===== config.mk =====
export PLATFORM = sky130hd
export DESIGN_NAME = pc_redirect_unit
export DESIGN_NICKNAME = d
export VERILOG_FILES = /design/src/rtl/pc_redirect_unit.sv
export SDC_FILE = /design/constraint.sdc
export NUM_CORES = 1
export LEC_CHECK = 0
export ABC_AREA = 1
export CAP_MARGIN = 20
export CORE_ASPECT_RATIO = 0.9
export CORE_MARGIN = 4
export CORE_UTILIZATION = 40
export CTS_CLUSTER_SIZE = 30
export DETAILED_ROUTE_END_ITERATION = 6
export DONT_BUFFER_PORTS = 1
export RECOVER_POWER = 50
export SYNTH_ARGS = -nofsm -noshare
export SYNTH_HDL_FRONTEND = slang
export SYNTH_SLANG_ARGS = --single-unit
export TNS_END_PERCENT = 20

===== constraint.sdc =====
create_clock -name clk -period 1.7 [get_ports clk]
set_input_delay 0.17 -clock clk [delete_from_list [all_inputs] [get_ports clk]]
set_output_delay 0.17 -clock clk [all_outputs]
set_load 0.005 [all_outputs]

===== src/rtl/pc_redirect_unit.sv =====
// pc_redirect_unit: fetch PC register with branch redirect, one-cycle pipeline squash and misaligned-target lockout
module pc_redirect_unit #(
  parameter int WIDTH = 32,
  parameter logic [WIDTH-1:0] RESET_PC = '0,
  parameter int CNT_W = 16
) (
  input  logic clk,
  input  logic rst,
  input  logic pc_src,
  input  logic [WIDTH-1:0] branch_target,
  input  logic stall,
  output logic [WIDTH-1:0] pc_out,
  output logic [WIDTH-1:0] pc_plus4,
  output logic flush_if_id,
  output logic flush_id_ex,
  output logic flush_ex_mem,
  output logic squashing,
  output logic addr_err,
  output logic [CNT_W-1:0] taken_count
);
  typedef enum logic [1:0] {RUN, SQUASH, ERR} state_t;
  state_t state_q, state_d;
  logic [WIDTH-1:0] pc_q, pc_d;
  logic [CNT_W-1:0] cnt_q, cnt_d;
  logic take, bad;
  assign bad = state_q == RUN && pc_src && |branch_target[1:0];
  assign take = state_q == RUN && pc_src && !bad;
  assign pc_out = pc_q;
  assign pc_plus4 = pc_q + WIDTH'(4);
  assign squashing = state_q == SQUASH;
  assign addr_err = state_q == ERR;
  assign flush_if_id = state_q != RUN;
  assign flush_id_ex = state_q != RUN;
  assign flush_ex_mem = state_q != RUN;
  assign taken_count = cnt_q;
  // Redirect to an aligned target squashes for one cycle; a misaligned one locks the unit up until reset.
  always_comb begin
    state_d = take ? SQUASH : bad ? ERR : state_q == SQUASH ? RUN : state_q;
    pc_d = take ? branch_target : (state_q == ERR || bad || stall) ? pc_q : pc_plus4;
    cnt_d = (take && !(&cnt_q)) ? cnt_q + 1'b1 : cnt_q;
  end
  // State, PC and saturating taken counter; reset wins over everything.
  always_ff @(posedge clk) begin
    if (rst) begin
      state_q <= RUN;
      pc_q <= RESET_PC;
      cnt_q <= '0;
    end else begin
      state_q <= state_d;
      pc_q <= pc_d;
      cnt_q <= cnt_d;
    end
  end
endmodule


==> metrics.md, run 1 <==
| Metric | Value |
|---|---|
| Root Driver | clkbuf_8 |
| Flop2flop setup slack | 0.09 ns |
| Crit-path cells | ha_4 > nand2_4 > nor2_4 > nand2_2 > nor2_4 > xor2_1 > buf_4 |
| Worst Path Required | 1.53 ns |
| CTS Buffer Depth | 2 |
| Die Area | 9662 sq um |
| Crit path arrival time | 1.60 ns |
| Core area | roughly 7700 sq um |
| Worst path bufs/invs | 1 |
| Rel. slew slack | 72.79% |
| Critical path's slowest cell | dfxtp_4 |
| LEAKAGE | 1.524 nW |
| DRT iter0 DRCs | 141 |
| Area leader, netlist | dfxtp_1 |
| Crit path max fanout | 4 |
| Initial DRT Pass Iterations | 5 |
| Num ports | around 120 |
| Vias in the first global route | 3372 |
| Setup ws final | -0.07044 ns |
| Net count after synthesis | 544 |
| Worst skew pair latency | 0.30 ns |
| Critical Path End Type | output port |
| Dominant cells by area after synthesis | dfxtp_1 31%, nand2_1 19%, a21oi_1 6.9%, inv_1 5.3%, nor2_1 5.2% |
| Fillcell total | 805 |
| Mapped cell area | 3261 sq um |
| Worst VDD drop | 378.2 uV |
| Outcome | finished with violations |
| I/O Buffers | 0 |
| Slew @ Worst Pin | just over 0.4 ns |
| CP max stage delay | ~0.37 ns |
| Final Wtd Congestion | 0.8578 |
| Fin Setup TNS | -0.3390 ns |
| Clock skew | 0.006347 ns |
| Largest delay share family, worst path | simple AND/OR/NAND/NOR gates |
| CTS Sinks | 50 |
| Initial antenna violation count | 0 |
| Layout cells sized above 1 | 22.95% |
| Power per Cell Area | about 580 nW/um^2 |
| N_diodes | 0 |
| Total Wirelength | 10710 um |
| DR WL/cell | ~17 um |
| CTS tree | built |
| H-Tree Depth | 2 |
| Die Y | 93.65 um |
| Layout Utilization | 51.18% |
| Commonest non-fill, non-tap cells in the layout | 155 x nand2_1, 52 x buf_4, 46 x inv_1 |
| First-pass GRT wire length | 16810 um |
| Largest net degree at the start of global routing | 44 |
| Final Hold Fails | 0 |
| HPWL after DPL | 7858 um |
| Syn Inst Count | approximately 500 |
| Setup CP Type | reg -> out |
| Slew Limit Fails | 0 |
| Post-layout min period | 1.770 ns |
| Fmax | 564.8 MHz |
| Area Growth Syn to Fin | 21.37% |
| Syn. warnings | 0 |
| Total CTS buffers | 5 |
| Worst-path clk slew | 0.09 ns |
| Total number of vias | 3504 |
| Setup violators final | 12 |
| Starting Density | 42.17% |
| Commonest non-fill, non-tap cell in the layout | nand2_1 |
| Seq cells post-synth | 50 |
| Area taken by multi-input logic gates | roughly 2100 sq um |
| DRT antenna net count | 0 |
| Nets | 588 |
| DRC viols | 0 |
| Synth cell types | 33 |
| Period utilization | 104.1% |
| RSZ-0062 raised after global routing | true |
| Die width | about 100 um |
| Power Total | 0.002312 W |
| CP most frequent cell | nor2_4 |
| FF/Latch Area | 1033 sq um |
| Failing checks | negative setup slack |
| Synth top area share | 30.70% |
| Vias/cell | 5.433 |
| Register area share after synthesis | 30.70% |
| Global Route Usage Sum | 21.93% |
| HP Class | in -> reg |
| Synthesized area per cell | roughly 6.4 sq um |
| Setup crit start kind | flop |
| Grt total ovfl | 0 |
| Max_cap viols | 0 |
| Placement Rows | 30 |
## cells in the mapped netlist
library cell	instances
inv_2	4
nor3_1	5
o221ai_1	1
nand2_4	3
nand3_1	27
a22oi_1	19
nand4_1	10
xor2_1	11
buf_6	3
nor3_2	1
ha_1	2
inv_4	1
a21oi_1	45
a21oi_4	1
inv_1	46
nor2_1	45
dfxtp_1	50
a31oi_1	2
nand3b_1	5
buf_4	6
nand3_2	1
and2_1	6
clkbuf_1	5
buf_8	1
nand2_2	3
o21bai_1	2
buf_2	3
nand2_1	167
nor2_2	6
o21ai_0	12
a22oi_2	3
xnor2_1	7
nor2_4	3
## registers in the layout (all words and copies together) (netlist names)
register,cells
state_q,2
pc_out,32
taken_count,16
## path summary, 6_finish.rpt
check	cells after the start	startpoint	end
max	7	pc_out[3]	pc_plus4[16]
min	2	branch_target[5]	pc_out[5]
max reg2reg	10	pc_out[3]	pc_out[18]
min reg2reg	2	pc_out[1]	pc_out[1]
## metrics by stage
stage	instance area (sq um)	hold slack, ns	std cells	setup slack (ns)
2_1_floorplan	3261	0.3398	506	0.1217
3_3_place_gp	3611	0.2440	630	0.05449
3_5_place_dp	3611	0.2450	630	-0.01465
4_1_cts	3842	0.02442	641	-0.1136
5_1_grt	3958	0.02177	645	-0.1730
6_report	3958	0.02525	645	-0.07044
## worst reg2reg max path, cell delays in order, from the launching register on
cell and delay, ns:
dfxtp_4 0.37, ha_4 0.15, nand2_4 0.05, nor2_4 0.16, nand2_4 0.11, nor2_4 0.18
nand2_2 0.08, buf_4 0.14, buf_4 0.12, nand4_1 0.08, a21oi_1 0.07
## power breakdown
part | internal (W) | total, W | switching (W) | leakage (nW)
clock | 0.000315 | 0.000705 | 0.000390 | 0.0431
combinational | 0.000133 | 0.000358 | 0.000225 | 1.07
sequential | 0.00120 | 0.00125 | 0.0000443 | 0.413
total | 0.00165 | 0.00231 | 0.000659 | 1.52
## timing repair
| action | in CTS | in global routing |
|---|---|---|
| hold buffers | 1 | 0 |
| endpoints found under the setup margin | 24 | 57 |
| hold endpoints to repair | 43 | 0 |
| buffers inserted | 4 | 4 |
| pin swaps | 13 | 10 |
| cloned | 0 | 0 |
| resized for setup | 35 | 27 |
## final cells by class
| class | instances | share of cell area (%) |
|---|---|---|
| repair buffers | 55 | 11.16 |
| multi-input cells | 387 | 52.58 |
| inverters | 51 | 5.027 |
| flip-flops and latches | 50 | 26.11 |
| clock buffers | 6 | 2.087 |
| well taps | 96 | 3.035 |
## per-layer routing
metal | track usage (%) | wire, um | vias up
li1 | - | - | 1729
met1 | 29.25 | 4691 | 1617
met2 | 35.52 | 4860 | 150
met3 | 5.271 | 1052 | 8
met4 | 5.286 | 99 | 0
met5 | 0 | 0 | -
## logic make-up (layout without fill, tap and decap cells)
family                   Yosys count  in the layout  synth area share, %
XOR/XNOR                          18             18                4.835
AO/OA/AOI/OAI                     85             85                15.89
AND/OR/NAND/NOR                  282            282                37.95
adder cells (fa/ha/maj)            2              2               0.7673
buffers and inverters             69            112                9.862
flip-flops                        50             50                30.70
No activity file was read; power rests on OpenSTA's default activity.
==> run 2, diff against run 1 <==
SKIP_LAST_GASP = 1   (was unset)
clock period = 1.81 ns   (was 1.7 ns; I/O delays follow)
==> run 2 against run 1 <==
Compared with the run above: the flow still finishes with violations (negative setup slack); largest power group unchanged; routed wire length fell by 6.7%; flip-flop and latch count did not move; worst setup slack improved by 0.062 ns; count of clock-buffer cells in the layout did not move; cell count fell by 4.3%; clock power rose by 20%; largest cell class unchanged; non-clock buffer count fell by 29.
==> metrics.md, run 2 (synthesis results as in run 1) <==
| Metric | Value |
|---|---|
| Worst R2R End | taken_count[7] |
| Slew Limit Fails | 0 (unchanged) |
| Fmax | 549.9 MHz |
| CTS tree | built |
| Total Wirelength | 9986 um (-6.7%) |
| H-Tree Depth | 2 (unchanged) |
| Critical Path End Type | output port |
| Flop2flop setup slack | 0.15 ns (+0.06 ns) |
| Seq pwr share | 50.9% (-3.1 points) |
| Reg2reg start | state_q[1] |
| Die width | 103.2 um (unchanged) |
| Worst path bufs/invs | 0 (-1) |
| CP max stage delay | 0.50 ns (+0.13 ns) |
| Vias/cell | 5.394 (-0.71%) |
| Place WS | 0.1596 ns (+0.1742 ns) |
| I/O Buffers | 0 (unchanged) |
| WHS Path Cells | 2 (unchanged) |
| Internal Dissipation | 0.001687 W (+2.1%) |
| Crit path arrival time | 1.64 ns (+0.04 ns) |
| Worst VDD drop | 308.9 uV (-18%) |
| DRC viols | 0 (unchanged) |
| Hold Startpoint | branch_target[6] |
| Largest net degree at the start of global routing | 44 (unchanged) |
| Outcome | finished with violations |
| Switching power of the nets | 0.0006429 W (-2.5%) |
| Setup ws final | -0.008412 ns (+0.06203 ns) |
| Sw Ratio | 27.59% (-0.93 points) |
| Rel. slew slack | 72.87% (+0.077 points) |
| DR WL/cell | 16.18 um (-2.5%) |
| Crit path max fanout | 7 (+3) |
| Power Total | 0.002330 W (+0.78%) |
| Layout cells sized above 1 | 16.70% (-6.3 points) |
| Die Area | 9662 sq um (unchanged) |
| Area Growth Syn to Fin | 13.43% |
| Total CTS buffers | 5 (unchanged) |
| DRT iter0 DRCs | 162 (+15%) |
| Layout Utilization | 47.83% (-3.3 points) |
| Setup CP Type | reg -> out |
| Nets | 559 (-4.9%) |
| Dpl cells | 607 (-3.7%) |
| Clock power share | 36.2% (+5.7 points) |
| Crit-path cells | nand2_1 > nor2_1 > nand2_1 > nor2_1 > nand3_1 > nand2_1 |
| Worst-path clk slew | 0.10 ns (about the same) |
| Initial antenna violation count | 0 (unchanged) |
| CP most frequent cell | nand2_1 |
| Final Hold Fails | 0 (unchanged) |
| Failing checks | negative setup slack |
| N_diodes | 0 (unchanged) |
| Final Non-Filler Cells | 617 (-4.3%) |
| Total number of vias | 3328 (-5.0%) |
| Critical path's slowest cell | dfxtp_1 |
| Reg2reg path depth | 7 (-3) |
| CTS Sinks | 50 (unchanged) |
| Slew @ Worst Pin | 0.4038 ns (-0.001151 ns) |
| Setup crit start kind | flop |
| Commonest non-fill, non-tap cells in the layout | 164 x nand2_1, 46 x inv_1, 45 x a21oi_1 |
| LEAKAGE | 1.369 nW (-10%) |
| Commonest non-fill, non-tap cell in the layout | nand2_1 |
| Grt total ovfl | 0 (unchanged) |
| Vias in the first global route | 3022 (-10%) |
| Max reg flops | 32 (unchanged) |
| Worst Path Required | 1.63 ns (+0.10 ns) |
| HP Class | in -> reg |
| CTS Buffer Depth | 2 (unchanged) |
| Period utilization | 100.5% |
| Initial DRT Pass Iterations | 4 (-1) |
| Die Y | 93.65 um (unchanged) |
| Core area | 7732 sq um (unchanged) |
| Starting Density | 42.17% (unchanged) |
| Num ports | 121 (unchanged) |
| Placement Rows | 30 (unchanged) |
| Hold path endpoint | pc_out[6] |
| HPWL after DPL | 7538 um (-4.1%) |
| DRT antenna net count | 0 (unchanged) |
| Gate power share | 13.0% (-2.5 points) |
| Largest delay share family, worst path | simple AND/OR/NAND/NOR gates |
| Root Driver | clkbuf_8 |
| Max_cap viols | 0 (unchanged) |
| Setup violators final | 2 (-10) |
| Worst skew pair latency | 0.30 ns (about the same) |
| First-pass GRT wire length | 15640 um (-7.0%) |
| Power per Cell Area | 630.0 nW/um^2 (+7.8%) |
| Post-layout min period | 1.818 ns |
| Clock skew | 0.01260 ns (+0.006258 ns) |
| RSZ-0062 raised after global routing | true |
| Final Wtd Congestion | 0.8313 (-3.1%) |
| Global Route Usage Sum | 20.42% (-1.5 points) |
[run 2: cell types whose count changed in the layout (fill, tap and decap cells not counted), sizes merged]
cell    previous run  this run
buf               55        26
bufinv             0         1
[run 2: worst max-delay path by stage]
stage	from	to	slack [ns]	cells after the start
5_1_grt	pc_out[3]	pc_plus4[23]	-0.13	8
6_report	pc_out[20]	pc_plus4[29]	-0.008	6
4_1_cts	pc_out[2]	pc_plus4[28]	-0.04	7
3_3_place_gp	state_q[1]	taken_count[10]	0.20	7
3_5_place_dp	state_q[1]	taken_count[2]	0.16	7
2_1_floorplan	taken_count[0]	taken_count[1]	0.23	9
[run 2: final cells by class]
cell class | count | area [sq um]
Fill cell | 838 | 4034
Multi-Input combinational cell | 387 | 2028
Sequential cell | 50 | 1023
Timing Repair Buffer | 26 | 220.2
Inverter | 51 | 193.9
Tap cell | 96 | 120.1
Clock buffer | 6 | 82.58
Clock inverter | 1 | 30.03
[run 2: routing by layer]
metal  share of wire (%)  wire length (um)  track usage, %  vias to the layer above
met5                   0                 0               0                        -
met1                  46              4577           28.75                     1544
li1                    -                 -               -                     1661
met2                  43              4319           30.98                      119
met4                0.61                61           3.560                        0
met3                  10              1027           6.236                        4
[run 2: what timing repair did]
item,4_1_cts,5_1_grt
setup buffers,1,1
endpoints found under the hold margin,43,0
hold buffers,1,0
endpoints found under the setup margin,16,29
gates resized for setup,16,22
pin swaps,3,4
[run 2: power by group through the flow]
stage / Combinational (W) / Sequential (W) / Clock, W
after floorplan: 0.000214 / 0.00120 / 0
after global placement: 0.000270 / 0.00121 / 0
after detailed placement: 0.000274 / 0.00121 / 0
after CTS: 0.000298 / 0.00118 / 0.000863
after global routing: 0.000338 / 0.00119 / 0.000910
final: 0.000302 / 0.00119 / 0.000843
[run 2: per-stage QoR]
step / setup TNS, ns / hold slack, ns / instance area, sq um
2_1_floorplan: 0 / 0.3508 / 3261
3_3_place_gp: 0 / 0.2551 / 3438
3_5_place_dp: 0 / 0.2557 / 3438
4_1_cts: -0.2011 / 0.03058 / 3628
5_1_grt: -1.675 / 0.009409 / 3699
6_report: -0.009576 / 0.03074 / 3699
